<file path="config.mk">
export PLATFORM = sky130hd
export DESIGN_NAME = reg_write_demux_flat
export DESIGN_NICKNAME = d
export VERILOG_FILES = /design/src/rtl/reg_write_demux_if.sv /design/src/rtl/reg_write_demux.sv /design/src/flat_wrapper.sv
export SDC_FILE = /design/constraint.sdc
export NUM_CORES = 1
export LEC_CHECK = 0
export CAP_MARGIN = 15
export CORE_UTILIZATION = 44
export DETAILED_ROUTE_END_ITERATION = 12
export GPL_TIMING_DRIVEN = 0
export HOLD_SLACK_MARGIN = 0.02
export PLACE_DENSITY = 0.72
export SLEW_MARGIN = 10
export SYNTH_ARGS = -nofsm -noshare
export SYNTH_HDL_FRONTEND = slang
export SYNTH_SLANG_ARGS = --single-unit
</file>
<file path="constraint.sdc">
create_clock -name clk -period 1.8 [get_ports clk]
set_input_delay 0.18 -clock clk [delete_from_list [all_inputs] [get_ports clk]]
set_output_delay 0.18 -clock clk [all_outputs]
set_load 0.01 [all_outputs]
</file>
<file path="src/rtl/reg_write_demux_if.sv">
// Write-request / clear / writeback-strobe bundle of reg_write_demux.
// The master side issues writes and clears; the slave side holds the registers.
interface reg_write_demux_if #(
    parameter int DATA_W   = 18,
    parameter int SEL_W    = 4,
    parameter int NUM_DEST = 16
);
    logic                       wr_valid;
    logic                       wr_ready;
    logic [SEL_W-1:0]           wr_sel;
    logic [DATA_W-1:0]          wr_data;
    logic                       clr_req;
    logic                       clr_done;
    logic [NUM_DEST-1:0]        dest_we;
    logic [DATA_W-1:0]          dest_data;
    logic [NUM_DEST*DATA_W-1:0] regs_flat;

    modport master (
        output wr_valid, wr_sel, wr_data, clr_req,
        input  wr_ready, clr_done, dest_we, dest_data, regs_flat
    );

    modport slave (
        input  wr_valid, wr_sel, wr_data, clr_req,
        output wr_ready, clr_done, dest_we, dest_data, regs_flat
    );
endinterface

</file>
<file path="src/rtl/reg_write_demux.sv">
// Writeback demux: routes one value into NUM_DEST registers with a one-hot strobe,
// plus a sequenced bulk clear. Optional macro ZERO_REG0_EN hardwires reg[0] to zero.
module reg_write_demux #(
    parameter int DATA_W   = 18,
    parameter int SEL_W    = 4,
    parameter int NUM_DEST = 16
) (
    input  logic              clk,
    input  logic              rst_n,
    reg_write_demux_if.slave  bus
);

    typedef enum logic [0:0] {
        IDLE  = 1'b0,
        CLEAR = 1'b1
    } state_t;

    state_t               state_q, state_d;
    logic [SEL_W-1:0]     cnt_q, cnt_d;

    logic                 pend_valid_q;
    logic [SEL_W-1:0]     pend_sel_q;
    logic [DATA_W-1:0]    pend_data_q;

    logic [DATA_W-1:0]    regs_q [NUM_DEST];

    logic [NUM_DEST-1:0]  dest_we_q, dest_we_d;
    logic [DATA_W-1:0]    dest_data_q, dest_data_d;
    logic                 clr_done_q, clr_done_d;

    logic                 wr_ready;
    logic                 accept;
    logic                 step_we;
    logic [SEL_W-1:0]     step_sel;
    logic [DATA_W-1:0]    step_data;
    logic [NUM_DEST*DATA_W-1:0] regs_flat;

    // A pending clear outranks a new write so the sweep starts on time.
    assign wr_ready = (state_q == IDLE) && !bus.clr_req;
    assign accept   = bus.wr_valid && wr_ready;

    // NOTE: every always_comb output gets a default before any branch, so no
    // path leaves a signal unassigned and no latch is inferred.
    always_comb begin
        state_d    = state_q;
        cnt_d      = cnt_q;
        clr_done_d = 1'b0;
        step_we    = 1'b0;
        step_sel   = pend_sel_q;
        step_data  = pend_data_q;

        case (state_q)
            IDLE: begin
                // A write accepted last edge drains now, ahead of any sweep.
                step_we = pend_valid_q;
                if (bus.clr_req) begin
                    state_d = CLEAR;
                end
            end
            CLEAR: begin
                step_we   = 1'b1;
                step_sel  = cnt_q;
                step_data = '0;
                cnt_d     = cnt_q + 1'b1;
                if (cnt_q == SEL_W'(NUM_DEST - 1)) begin
                    clr_done_d = 1'b1;
                    state_d    = IDLE;
                end
            end
            default: begin
                state_d = IDLE;
            end
        endcase

`ifdef ZERO_REG0_EN
        // reg[0] is constant zero: its writes and its sweep step are silent.
        if (step_sel == '0) begin
            step_we = 1'b0;
        end
`endif

        dest_we_d   = step_we ? (NUM_DEST'(1) << step_sel) : '0;
        dest_data_d = step_we ? step_data : dest_data_q;
    end

    // NOTE: sequential state uses non-blocking assignments only, so every
    // register samples the pre-edge value of every other register.
    always_ff @(posedge clk or negedge rst_n) begin
        if (!rst_n) begin
            state_q      <= IDLE;
            cnt_q        <= '0;
            pend_valid_q <= 1'b0;
            pend_sel_q   <= '0;
            pend_data_q  <= '0;
            dest_we_q    <= '0;
            dest_data_q  <= '0;
            clr_done_q   <= 1'b0;
        end else begin
            state_q      <= state_d;
            cnt_q        <= cnt_d;
            pend_valid_q <= accept;
            if (accept) begin
                pend_sel_q  <= bus.wr_sel;
                pend_data_q <= bus.wr_data;
            end
            dest_we_q    <= dest_we_d;
            dest_data_q  <= dest_data_d;
            clr_done_q   <= clr_done_d;
        end
    end

    // NOTE: the register array is deliberately reset: downstream reads must see
    // zero after reset, so this storage cannot map to a reset-less RAM.
    always_ff @(posedge clk or negedge rst_n) begin
        if (!rst_n) begin
            for (int i = 0; i < NUM_DEST; i++) begin
                regs_q[i] <= '0;
            end
        end else if (step_we) begin
            regs_q[step_sel] <= step_data;
        end
    end

    always_comb begin
        regs_flat = '0;
        for (int i = 0; i < NUM_DEST; i++) begin
            regs_flat[i*DATA_W +: DATA_W] = regs_q[i];
        end
    end

    assign bus.wr_ready  = wr_ready;
    assign bus.clr_done  = clr_done_q;
    assign bus.dest_we   = dest_we_q;
    assign bus.dest_data = dest_data_q;
    assign bus.regs_flat = regs_flat;

endmodule
</file>
<file path="src/flat_wrapper.sv">
// flat-port wrapper written by rule: the top's interface ports become plain ports
module reg_write_demux_flat 
#(
    parameter int DATA_W   = 18,
    parameter int SEL_W    = 4,
    parameter int NUM_DEST = 16
)
  (clk, rst_n, bus_wr_valid, bus_wr_sel, bus_wr_data, bus_clr_req, bus_wr_ready, bus_clr_done, bus_dest_we, bus_dest_data, bus_regs_flat);
  reg_write_demux_if #(.DATA_W(DATA_W), .SEL_W(SEL_W), .NUM_DEST(NUM_DEST)) bus_i ();
  input  logic clk;
  input  logic rst_n;
  input wire logic [$bits(bus_i.wr_valid)-1:0] bus_wr_valid;
  input wire logic [$bits(bus_i.wr_sel)-1:0] bus_wr_sel;
  input wire logic [$bits(bus_i.wr_data)-1:0] bus_wr_data;
  input wire logic [$bits(bus_i.clr_req)-1:0] bus_clr_req;
  output wire logic [$bits(bus_i.wr_ready)-1:0] bus_wr_ready;
  output wire logic [$bits(bus_i.clr_done)-1:0] bus_clr_done;
  output wire logic [$bits(bus_i.dest_we)-1:0] bus_dest_we;
  output wire logic [$bits(bus_i.dest_data)-1:0] bus_dest_data;
  output wire logic [$bits(bus_i.regs_flat)-1:0] bus_regs_flat;
  assign bus_i.wr_valid = bus_wr_valid;
  assign bus_i.wr_sel = bus_wr_sel;
  assign bus_i.wr_data = bus_wr_data;
  assign bus_i.clr_req = bus_clr_req;
  assign bus_wr_ready = bus_i.wr_ready;
  assign bus_clr_done = bus_i.clr_done;
  assign bus_dest_we = bus_i.dest_we;
  assign bus_dest_data = bus_i.dest_data;
  assign bus_regs_flat = bus_i.regs_flat;
  reg_write_demux #(.DATA_W(DATA_W), .SEL_W(SEL_W), .NUM_DEST(NUM_DEST)) u_core (.clk(clk), .rst_n(rst_n), .bus(bus_i));
endmodule
</file>
=== Yosys cells after proc, flatten, opt, wreduce, memory -nomap -nowiden ===
Cells that the tools add are included.

* Bits in registers: 351
* Latch bits: 0
* Memory bits (writable): 0
* ROM bits: 0
* Output and inout port bits: 324
* Logic and storage cells: 47
* Memories kept: 0

* Add/sub/neg operators: 1
* Multipliers: 0
* Div/mod/pow operators: 0
* Order comparisons: 2
* Equal/unequal tests: 1
* Shifts and indexed selects: 1
* Mux-type cells: 12
* Bitwise logic cells: 2
* Reductions and logical operators: 4

{| class="wikitable"
|+ Operators with widths
! operator !! count
|-
| $bwmux W288 || 1
|-
| $demux W18 S4 || 1
|-
| $mux W18 || 2
|-
| $mux W16 || 1
|-
| $shl A1 B4 Y16 const A || 1
|-
| $ge A5 B5 Y1 const B || 1
|-
| $lt A5 B1 Y1 const B || 1
|-
| $not A4 Y5 || 1
|-
| $add A4 B1 Y4 const B || 1
|-
| $eq A4 B4 Y1 const B || 1
|-
| $mux W1 || 4
|-
| $mux W4 || 1
|-
| $pmux W1 S2 || 2
|-
| $logic_and A1 B1 Y1 || 3
|-
| $logic_not A1 Y1 || 1
|-
| $not A1 Y1 || 1
|}

=== Depth between registers and ports, before layout ===
* Word-level depth: 7
* Mapped depth: 6
* Depth with buffers taken out: 3

=== Worst setup path before layout ===
Ideal clock, no wire load.

* Path kind: flip-flop to flip-flop
* Start: reg u_core.pend_sel_q[1]
* End: reg u_core.regs_q, in the netlist u_core.bus.regs_flat[80]
* Arrival time: 1.872 ns
* Required time: 1.675 ns
* Setup slack: -0.197 ns
* Stages on the path, launching flop included: 6
* Path buffers: 2
* Path through: dfrtp_1 -> or4b_1 -> buf_4 -> a22oi_4 -> buf_12 -> mux2_4

* Word-level cells in the longest chain between the ends: 7
* Elaborated cells on any way between the ends: 8
* Classes of those cells: order compare: 2; mux: 4; bitwise: 1; reduce/logical: 1

{| class="wikitable"
|+ RTL lines
! item !! line !! source
|-
| start: declaration || reg_write_demux.sv:22 || <nowiki>logic [SEL_W-1:0] pend_sel_q;</nowiki>
|-
| start signal: assignment || reg_write_demux.sv:103 || <nowiki>pend_sel_q <= bus.wr_sel;</nowiki>
|-
| $mux W4 * || reg_write_demux.sv:52 || <nowiki>case (state_q)</nowiki>
|-
| $not A4 Y5 (not written as such) * || reg_write_demux.sv:120 || <nowiki>regs_q[step_sel] <= step_data;</nowiki>
|-
| $ge A5 B5 Y1 (not written as such) or $lt A5 B1 Y1 (tied branches) || reg_write_demux.sv:120 ||
|-
| $logic_and A1 B1 Y1 (not written as such) || reg_write_demux.sv:120 ||
|-
| $mux W18 (not written as such) || reg_write_demux.sv:120 ||
|-
| $demux W18 S4 * || reg_write_demux.sv:120 ||
|-
| $bwmux W288 * || reg_write_demux.sv:120 ||
|-
| end signal: indexed assignment || reg_write_demux.sv:120 ||
|-
| end: declaration || reg_write_demux.sv:25 || <nowiki>logic [DATA_W-1:0] regs_q [NUM_DEST];</nowiki>
|}

Every way passes the cells marked *; elsewhere a longest branch is shown, timed or not.
A chain may end at the register's enable or synchronous reset.

=== Worst setup path after layout ===
* Start: reg u_core.state_q
* End: reg u_core.regs_q, in the netlist u_core.bus.regs_flat[157]

* Word-level cells in the longest chain between the ends: 7
* Elaborated cells on any way between the ends: 11
* Classes of those cells: order compare: 2; mux: 6; bitwise: 2; reduce/logical: 1

{| class="wikitable"
|+ RTL lines
! item !! line !! source
|-
| start: declaration || reg_write_demux.sv:18 || <nowiki>state_t state_q, state_d;</nowiki>
|-
| start signal: assignment || reg_write_demux.sv:99 || <nowiki>state_q <= state_d;</nowiki>
|-
| $mux W4 || reg_write_demux.sv:52 ||
|-
| $not A4 Y5 (not written as such) || reg_write_demux.sv:120 ||
|-
| $ge A5 B5 Y1 (not written as such) or $lt A5 B1 Y1 (tied branches) || reg_write_demux.sv:120 ||
|-
| $logic_and A1 B1 Y1 (not written as such) || reg_write_demux.sv:120 ||
|-
| $mux W18 (not written as such) || reg_write_demux.sv:120 ||
|-
| $demux W18 S4 || reg_write_demux.sv:120 ||
|-
| $bwmux W288 || reg_write_demux.sv:120 ||
|}

Several ways; a longest one is shown, not always the timed one.

==> flow_summary.json <==
{
  "tightest_slew_ns": 0.782,
  "rsz0062_at_grt": "yes",
  "failed_checks": "setup timing",
  "multi_input_area_sq_um": 5470,
  "synth-seq-cells": 351,
  "drt_iter0_drc": 442,
  "endpoint_kind": "flop",
  "status": "complete, but fails checks",
  "layout_common_cells": "dfrtp_1 (348), clkdlybuf4s50_1 (347), mux2_4 (225)",
  "crit_path_start_kind": "flop",
  "grt_use_total": 0.239,
  "crit_chain": "or4b_4 > a22oi_4 > buf_12 > clkbuf_16 > mux2_4",
  "cts_tree": "built",
  "nFillCells": 1992,
  "setup_tns_ns": -46.48,
  "die_w_um": 178,
  "synth_area_per_cell_sq_um": 16.9,
  "synthDistinctLibCells": 30,
  "maxSlewViolCount": 0,
  "report.power.total_uw": 39900,
  "cts_buffers": 38,
  "die_y_um": 178,
  "gp_congestion": 0.753,
  "reg2reg_setup_slack_ns": -0.24,
  "dr_total_vias": 8607,
  "cts_sinks": 351,
  "finalHoldViolations": 0,
  "max_stage_delay_ns": 0.64,
  "worstSkewPairLatency_ns": 0.51,
  "setup_ws_ns": -0.237,
  "rr_startpoint": "u_core.state_q$_DFF_PN0_",
  "reg2regPathDepth": 5,
  "ioPinCount": 350,
  "final_common_cell": "dfrtp_1",
  "syn_inst": 811,
  "startpoint": "u_core.state_q$_DFF_PN0_",
  "grt-ovfl-total": 0,
  "period_minus_slack_ns": 2.04,
  "max_slew_margin": 0.479,
  "ys_seq_area_frac": 0.642,
  "crit_required_ns": 2.20,
  "grt_pass1_vias": 9165,
  "path_clk_slew_ns": 0.06,
  "clockRootBuffer": "clkbuf_16",
  "maxCapViolCount": 0,
  "final.period_utilization": 1.13,
  "drive_gt1_frac": 0.423,
  "synth_flop_cell": "dfrtp_1",
  "start_util": 0.448,
  "grt_pass1_wl_mm": 57.3,
  "worst-path-stages": 5,
  "setup_violations": 284,
  "fmax_ghz": 0.491,
  "crit_family": "simple AND/OR/NAND/NOR gates",
  "cellPowerDensity_nw_per_um2": 1860,
  "yosysWarnings": 0,
  "fin_nets": 1303,
  "postRouteAntennaNets": 0,
  "core_area_sq_um": 30600,
  "synth_nets": 838,
  "crit_arrival_ns": 2.43,
  "finClkSkew_ns": 0.0124,
  "r2r-end": "u_core.bus.regs_flat[157]$_DFFE_PN0P_",
  "drc": 0,
  "grt_max_degree": 112,
  "hold_ws_ns": 0.197,
  "cp-endpoint": "u_core.bus.regs_flat[157]$_DFFE_PN0P_",
  "path_buf_inv": 2,
  "synth_edf_count": 0,
  "place_ws_ns": -0.636,
  "dieArea_sq_um": 31800,
  "via_per_inst": 5.06,
  "path_class": "reg2reg",
  "crit_path_top_delay_cell": "or4b_4",
  "seq_area_sq_um": 8790,
  "first_pass_iters": 4,
  "antenna_found_initial": 0,
  "p_leak_uw": 0.00974,
  "avgRoutedWirePerCell_um": 22.8,
  "rows": 64,
  "crit_fanout": 5,
  "htree_levels": 2,
  "clk_path_buf_depth": 3,
  "wl_mm": 38.8,
  "place_hpwl_mm": 24.4,
  "area.growth.synth_to_final_pct": 56.6,
  "postSynth.asyncResetShare": 1.00,
  "ir_drop_mv": 1.16,
  "antenna_cells": 0,
  "hold_class": "in2async",
  "port_buffers": 349,
  "syn-cell-area_sq_um": 13700
}
[where the power goes]
group	internal [uW]	switching [uW]	total [uW]
logic	11600	7200	18800
registers	11100	2110	13200
clock network	4730	3100	7840
total	27500	12400	39900
[per-layer routing]
metal  GRT usage  wire length, um
met5           0                0
met4      0.0466              496
met3      0.0789             3090
met2       0.376            18000
met1       0.324            17200
[worst register-to-register path: stages (launching register included)]
cell	delay [ns]
dfrtp_2	0.44
or4b_4	0.64
a22oi_4	0.22
buf_12	0.16
clkbuf_16	0.16
mux2_4	0.30
[how the worst min path moves through the flow]
stage	from	endpoint	cells after the start
floorplan	rst_n	u_core.bus.clr_done$_DFF_PN0_	0
CTS	rst_n	u_core.bus.regs_flat[58]$_DFFE_PN0P_	2
global placement	u_core.bus.regs_flat[271]$_DFFE_PN0P_	u_core.bus.regs_flat[271]$_DFFE_PN0P_	1
detailed placement	rst_n	u_core.bus.regs_flat[58]$_DFFE_PN0P_	1
finish	rst_n	u_core.bus.regs_flat[58]$_DFFE_PN0P_	2
global route	rst_n	u_core.bus.regs_flat[58]$_DFFE_PN0P_	2
[what timing repair did]
action,in CTS,in global routing
buffers inserted,43,21
endpoints found under the hold margin,56,0
endpoints found under the setup margin,344,319
gates resized for setup,201,90
gates cloned,9,8
pin swaps,16,13
hold buffers,1,0
[logic make-up after synthesis]
family	after synthesis	synth area share
compound gates	16	0.0249
xor+xnor	3	0.00192
fa+ha+maj	1	0.000914
buf+inv	53	0.0275
flops	351	0.642
mux	329	0.276
simple gates	58	0.0270
[cell usage after synthesis, types with 2 or more instances]
cell type,n,area [sq um]
dfrtp_1,351,8780
mux2_2,255,2870
mux2_1,29,327
mux2_4,27,405
clkbuf_1,24,90.1
nor2_1,20,75.1
mux2i_1,18,180
nor2b_1,18,113
a22oi_4,16,340
buf_6,14,158
buf_4,5,37.5
buf_2,4,20.0
nand3b_2,4,45.0
or3b_1,4,35.0
buf_1,3,11.3
buf_12,3,60.1
nand4bb_1,2,22.5
xnor2_1,2,17.5
[sequential cells by signal, summed over array words and instances, names as in the netlist]
name and cells:
u_core.bus.regs_flat 288, u_core.bus.dest_data 18, u_core.pend_data_q 18, u_core.bus.dest_we 16, u_core.cnt_q 4, u_core.pend_sel_q 4, u_core.bus.clr_done 1, u_core.pend_valid_q 1
u_core.state_q 1
[through the flow]
step | std cells | utilization | cell area [sq um]
floorplan | 811 | - | 14100
global placement | 1556 | 0.591 | 18100
detailed placement | 1559 | 0.594 | 18200
CTS | 1681 | 0.682 | 20900
global route | 1702 | 0.701 | 21400
finish | 1702 | 0.701 | 21400
[cell type report]
type,count,share of cell area
repair buffers,431,0.227
clock inverters,14,0.00583
plain buffers,47,0.0258
clock buffers,56,0.0537
multi-input cells,407,0.255
flip-flops and latches,351,0.410
well taps,396,0.0231
No activity file was read; power rests on OpenSTA's default activity.
